**src/rtl/led_arb_pkg.sv**
```systemverilog
// Shared types for the LED share arbiter.
// State encoding and one-hot grant codes.
package led_arb_pkg;

  typedef enum logic [1:0] {
    S_IDLE,
    S_GNT_A,
    S_GNT_B
  } arb_state_t;

  localparam logic [1:0] GNT_NONE = 2'b00;
  localparam logic [1:0] GNT_A    = 2'b01;
  localparam logic [1:0] GNT_B    = 2'b10;

  // One-hot grant code for a state
  function automatic logic [1:0] gnt_of(arb_state_t s);
    logic [1:0] g;
    g = GNT_NONE;
    unique case (1'b1)
      (s == S_GNT_A): g = GNT_A;
      (s == S_GNT_B): g = GNT_B;
      default:        g = GNT_NONE;
    endcase
    return g;
  endfunction

endpackage

```
**src/rtl/led_arb_hold_cnt.sv**
```systemverilog
// Saturating hold counter for the arbiter's timeout.
// Cleared on grant entry, counts up to MAX_HOLD-1.
module led_arb_hold_cnt #(
  parameter int unsigned MAX_HOLD = 4
) (
  input  logic clk_2,
  input  logic reset,
  input  logic clr,
  input  logic en,
  output logic at_max
);

  localparam int unsigned W =
    (MAX_HOLD > 1) ? $clog2(MAX_HOLD) : 1;
  localparam logic [W-1:0] LIM = W'(MAX_HOLD - 1);

  logic [W-1:0] cnt;

  // Count granted cycles, saturating at the limit
  always_ff @(posedge clk_2 or posedge reset) begin
    if (reset) begin
      cnt <= '0;
    end else if (clr) begin
      cnt <= '0;
    end else if (en && (cnt != LIM)) begin
      cnt <= cnt + 1'b1;
    end
  end

  assign at_max = (cnt == LIM);

endmodule

```
**src/rtl/led_share_arbiter.sv**
```systemverilog
// Round-robin share of one LED field between requesters A and B.
// ARB_TIMEOUT_EN: preempt a contested owner after MAX_HOLD cycles.
module led_share_arbiter
  import led_arb_pkg::*;
#(
  parameter int unsigned NBITS_DATA = 2,
  parameter int unsigned MAX_HOLD   = 4,
  parameter int unsigned NBITS_SW   = 8
) (
  input  logic                  clk_2,
  input  logic                  reset,
  input  logic                  req_a,
  input  logic                  req_b,
  input  logic [NBITS_DATA-1:0] data_a,
  input  logic [NBITS_DATA-1:0] data_b,
  output logic [1:0]            gnt,
  output logic [NBITS_DATA-1:0] led_out,
  output logic                  busy,
  output logic [NBITS_SW-1:0]   switch_cnt
);

  arb_state_t state;
  arb_state_t nxt;
  logic       last_b;
  logic       at_max;
  logic       swap;

`ifdef ARB_TIMEOUT_EN
  led_arb_hold_cnt #(
    .MAX_HOLD(MAX_HOLD)
  ) u_hold (
    .clk_2 (clk_2),
    .reset (reset),
    .clr   (nxt != state),
    .en    (state != S_IDLE),
    .at_max(at_max)
  );
`else
  // MAX_HOLD is at least 1, so the hold never expires here
  assign at_max = (MAX_HOLD < 1);
`endif

  // Next owner: tie goes to the side not served last
  always_comb begin
    nxt = state;
    unique case (state)
      S_IDLE: begin
        if (req_a && req_b) begin
          nxt = last_b ? S_GNT_A : S_GNT_B;
        end else if (req_a) begin
          nxt = S_GNT_A;
        end else if (req_b) begin
          nxt = S_GNT_B;
        end
      end
      S_GNT_A: begin
        if (req_b && (!req_a || at_max)) begin
          nxt = S_GNT_B;
        end else if (!req_a) begin
          nxt = S_IDLE;
        end
      end
      S_GNT_B: begin
        if (req_a && (!req_b || at_max)) begin
          nxt = S_GNT_A;
        end else if (!req_b) begin
          nxt = S_IDLE;
        end
      end
      default: nxt = S_IDLE;
    endcase
  end

  assign swap = (state != S_IDLE) && (nxt != S_IDLE) &&
                (nxt != state);

  // State, registered outputs, last owner and handoff count
  always_ff @(posedge clk_2 or posedge reset) begin
    if (reset) begin
      state      <= S_IDLE;
      gnt        <= GNT_NONE;
      led_out    <= '0;
      busy       <= 1'b0;
      switch_cnt <= '0;
      last_b     <= 1'b1;
    end else begin
      state <= nxt;
      gnt   <= gnt_of(nxt);
      busy  <= (nxt != S_IDLE);
      if (nxt == S_GNT_A) begin
        led_out <= data_a;
      end else if (nxt == S_GNT_B) begin
        led_out <= data_b;
      end else begin
        led_out <= '0;
      end
      if ((nxt != S_IDLE) && (nxt != state)) begin
        last_b <= (nxt == S_GNT_B);
      end
      if (swap) begin
        switch_cnt <= switch_cnt + 1'b1;
      end
    end
  end

endmodule

```
**config.mk**
```make
export PLATFORM = sky130hd
export DESIGN_NAME = led_share_arbiter
export DESIGN_NICKNAME = d
export VERILOG_FILES = /design/src/rtl/led_arb_pkg.sv /design/src/rtl/led_arb_hold_cnt.sv /design/src/rtl/led_share_arbiter.sv
export SDC_FILE = /design/constraint.sdc
export NUM_CORES = 1
export LEC_CHECK = 0
export ABC_AREA = 1
export CORE_UTILIZATION = 50
export CTS_CLUSTER_SIZE = 25
export DETAILED_ROUTE_END_ITERATION = 10
export PLACE_DENSITY_LB_ADDON = 0.3
export SLEW_MARGIN = 0
export SYNTH_ARGS = -nofsm -noshare
export SYNTH_HDL_FRONTEND = slang
export SYNTH_HIERARCHICAL = 1
export SYNTH_SLANG_ARGS = --single-unit
```
**constraint.sdc**
```tcl
create_clock -name clk_2 -period 2.45 [get_ports clk_2]
set_clock_uncertainty 0.05 [all_clocks]
set_input_delay 0.245 -clock clk_2 [delete_from_list [all_inputs] [get_ports clk_2]]
set_output_delay 0.245 -clock clk_2 [all_outputs]
set_load 0.02 [all_outputs]
```
==> results.md <==
- The count of nets left with antenna violations once routing finished came out at 0.
- The worst hold slack is around 0.27 ns.
- Excluding fillers, the count of instances in the completed layout stands at 129.
- After routing the design area is between 1000 and 1500 sq um.
- The run finished with clean final reports.
- The deepest clock path buffer count is 2.
- The proportion of synthesized chip area in sequential cells is 49.4%.
- The number of max-cap violations is 0.
- After the first detailed-routing iteration, the DRC count stood at 19.
- For this run, the detailed router's first-pass iteration total came to 4.
- The count of synthesis-stage warnings from yosys is 6.
- The post-CTS setup-driven buffer insertion count is 0.
- The global-route congestion overflow total is 0.
- After detailed routing, the average wire length per cell comes to around 13 um.
- The max-slew violation total from the final report is 0.
- The relative max-transition margin is approximately three fifths.
- The clock tree from TritonCTS is done.
- The startpoint class of the critical path is a flop.
- In the synthesized netlist the async set-or-reset flop fraction comes to 100%.
- The number of vias after detailed routing is about 690.
- Setup repair after global routing left no endpoint under its margin.
- Data on the critical path arrives at its endpoint at 1.84 ns.
- For the worst setup path, the data required time is 2.58 ns.
- Detailed placement ended at an HPWL of 1.16 mm.
- The final setup TNS is 0 ns.
- Dividing total power by cell area gives a power density of 1220 nW/um^2.
- The first global-routing pass estimated 2.84 mm of wire.
- The number of fillers in the final layout is 126.
- The endpoint kind of the worst setup timing path is a flop.
- After clock tree synthesis, the clock-pin slew on the worst setup and hold paths is around 0.090 ns.
- The number of I/O pins is 21.
- The global placement routability congestion is 0.892.
- In this run the static leakage power is 0.543 nW.
- Traced cell by cell, the critical path runs through nor2_2, inv_2, nand4_1, nand2_1, nand2_2, nand2_4, nand2_4, nand2_1, nand2_1.
- By instance count, the cell type seen most on the critical path is sky130_fd_sc_hd__nand2_1.
- The later pin in the worst-skew pair is clocked with a latency of 0.29 ns.
- The routed design uses 91 um of met3 wire.
- The primary flip-flop cell chosen by synthesis mapping is sky130_fd_sc_hd__dfrtp_1.
- The tree is rooted in a sky130_fd_sc_hd__clkbuf_4.
- After synthesis, the largest area contributor takes up 46.2% of total cell area.
- After detailed placement, the design holds a cell count of 125.
- The synthesized design contains 0 enable-type register cells.
- Once the clock tree was built, the resizer swapped 0 gates to a different size.
- The detailed router put a total of about 750 um of wire on met1.
- At the pin with the least slew margin, the transition time is between 0.6 and 0.7 ns.
- Static timing analysis puts the maximum clock frequency at 585 MHz.
- Of the cells placed in the final design, the portion with a size suffix greater than 1 is 13.3%.
- The number of H-tree levels is 1.
- The mapped netlist covers around 810 sq um.
- Measured along the y axis, the die boundary spans 42.3 um.
- The number of endpoints failing setup at the final stage is 0.
- The clock drives 16 sinks.
- In the finished design, the share of the clock period the worst path needs comes to 69.8%.
- The number of clock buffers inserted by TritonCTS is 3.
- The highest ir drop seen on vdd is 0.000796 V.
- The number of hold buffers added after cts is 0.
- By area the synthesized netlist is led by sky130_fd_sc_hd__dfrtp_1 46%, sky130_fd_sc_hd__nand2_1 14%, sky130_fd_sc_hd__nand3_1 6.8%.
- The full die area is 1790 sq um.
- For the finished layout, the period the worst path requires is 1.71 ns.
- The slowest stage of the critical path is the sky130_fd_sc_hd__dfrtp_1 cell.
- The highest cell delay on the worst timing path is 0.44 ns.
- Using the TritonRoute via totals, the vias-per-cell ratio works out to 5.34.
- 0 antenna diodes ended up in the layout.
- The mean instance size in the synthesized netlist is 9.04 sq um.
- The kind of critical path is reg -> reg.
- The via count of the first global-routing pass is 634.
- The number of nets in the layout is approximately 120.
- The pin count of the biggest net entering global routing is 17.
- The region available for standard cell placement spans 1510 sq um.
- The synthesized netlist net count is 99.
- The biggest area consumer among synthesized cells is sky130_fd_sc_hd__dfrtp_1.
- The floorplan has 14 rows.
- The post-detailed-placement cell area is 1020 sq um.
- In this run, distinct cell masters in the synthesized netlist total 19.
- The initial antenna violation count came to 0.
- The initial utilization of the core area, before any placement, comes to 54.0%.
- The highest routing layer actually used is met4.
- The total count of hold-check failures in the final report is 0.
- The synthesized instance count is 90.
- Global routing used 21.6% of the available tracks.
- Relative to the synthesized area, the layout overhead comes to 30.2%.
- The total wire length after detailed routing is about 1.7 mm.
- The horizontal die dimension is between 40 and 50 um.
- For this run, design rule violations remaining after detail routing come to 0.
- The biggest fanout along the worst timing path is 11.
- Input and output buffers added on the ports amount to 20.
- In the detailed route, the total length drawn on met2 is roughly 820 um.
- The class of the worst hold path is in -> async.
- The number of synthesized register bits is 16.
==> layout by cell type, fill, tap and decap left out <==
cell / instances
sky130_fd_sc_hd__nor2_1: 3
sky130_fd_sc_hd__xor2_1: 5
sky130_fd_sc_hd__nand4_1: 2
sky130_fd_sc_hd__o21ai_0: 1
sky130_fd_sc_hd__nor2_2: 1
sky130_fd_sc_hd__a22o_2: 2
sky130_fd_sc_hd__nand2_1: 30
sky130_fd_sc_hd__nand3_1: 11
sky130_fd_sc_hd__nand2_4: 4
sky130_fd_sc_hd__clkdlybuf4s50_1: 20
sky130_fd_sc_hd__nor3_1: 2
sky130_fd_sc_hd__dfstp_2: 1
sky130_fd_sc_hd__inv_2: 1
sky130_fd_sc_hd__clkbuf_4: 3
sky130_fd_sc_hd__dfrtp_1: 15
sky130_fd_sc_hd__clkbuf_8: 1
sky130_fd_sc_hd__xnor2_1: 1
sky130_fd_sc_hd__nand4_4: 1
sky130_fd_sc_hd__ha_1: 1
sky130_fd_sc_hd__nand2_2: 1
sky130_fd_sc_hd__inv_1: 7
==> cell usage after synthesis, types with 2 or more instances <==
master and number:
sky130_fd_sc_hd__nand2_1 30, sky130_fd_sc_hd__nor2_1 3, sky130_fd_sc_hd__nand4_1 2, sky130_fd_sc_hd__a22o_2 2, sky130_fd_sc_hd__dfrtp_1 15, sky130_fd_sc_hd__nand3_1 11, sky130_fd_sc_hd__xor2_1 5, sky130_fd_sc_hd__nand2_4 4
sky130_fd_sc_hd__nor3_1 2, sky130_fd_sc_hd__inv_1 7
==> cells by family (layout without fill, tap and decap cells) <==
| logic type | count (synthesis) | count (layout) | synth area share [%] |
|---|---|---|---|
| buffers and inverters | 9 | 32 | 5.08 |
| XOR/XNOR | 6 | 6 | 6.46 |
| flip-flops | 16 | 16 | 49.4 |
| AO/OA/AOI/OAI | 3 | 3 | 3.08 |
| AND/OR/NAND/NOR | 55 | 55 | 34.5 |
| adder cells (fa/ha/maj) | 1 | 1 | 1.54 |
==> power breakdown <==
part | leakage, nW | total (mW) | internal, mW | switching [mW]
registers | 0.204 | 0.445 | 0.366 | 0.0785
clock network | 0.0210 | 0.174 | 0.0905 | 0.0832
logic | 0.318 | 0.673 | 0.263 | 0.410
total | 0.543 | 1.29 | 0.719 | 0.572
==> layer usage <==
layer / up-vias / track usage [%]
met1: 316 / 30.4
li1: 335 / -
met3: 7 / 3.45
met4: 0 / 11.3
met5: - / 0
met2: 31 / 32.0
==> cell type report <==
type	count	area (sq um)	share of cell area, %
Clock buffer	4	36.3	3.43
Inverter	8	30.0	2.84
Multi-Input combinational cell	65	370	35.0
Sequential cell	16	402	37.9
Tap cell	16	20.0	1.89
Timing Repair Buffer	20	200	18.9
==> sequential cells by signal, summed over array words and instances, names as in the netlist <==
register    count
led_out         2
busy            1
state           2
last_b          1
switch_cnt      8
gnt             2
==> path summary, 6_finish.rpt <==
kind,from,end,slack (ns),cells after the start
hold / removal,reset,switch_cnt[7]$_DFFE_PP0P_,0.27,2
hold reg to reg,last_b$_DFFE_PP1P_,last_b$_DFFE_PP1P_,0.44,2
setup / recovery,state[0]$_DFF_PP0_,switch_cnt[0]$_DFFE_PP0P_,0.74,9
max in group asynchronous,reset,state[0]$_DFF_PP0_,1.68,2
min in group clk_2,last_b$_DFFE_PP1P_,last_b$_DFFE_PP1P_,0.44,2
setup reg to reg,state[0]$_DFF_PP0_,switch_cnt[0]$_DFFE_PP0P_,0.74,9
==> critical path, delay by kind of cell, from the launching register on <==
kind,cells,cell delay (ns)
AND/OR/NAND/NOR,8,0.91
flip-flops,1,0.44
buffers and inverters,1,0.19
==> metrics by stage <==
| step | worst slack, ns | total power, mW | util, % |
|---|---|---|---|
| 2_1_floorplan | 1.08 | 0.900 | - |
| 3_3_place_gp | 0.708 | 1.09 | 67.9 |
| 3_5_place_dp | 0.630 | 1.11 | 67.9 |
| 4_1_cts | 0.784 | 1.29 | 70.3 |
| 5_1_grt | 0.607 | 1.39 | 70.3 |
| 6_report | 0.740 | 1.29 | 70.3 |
Power figures use the tool's default switching activity.
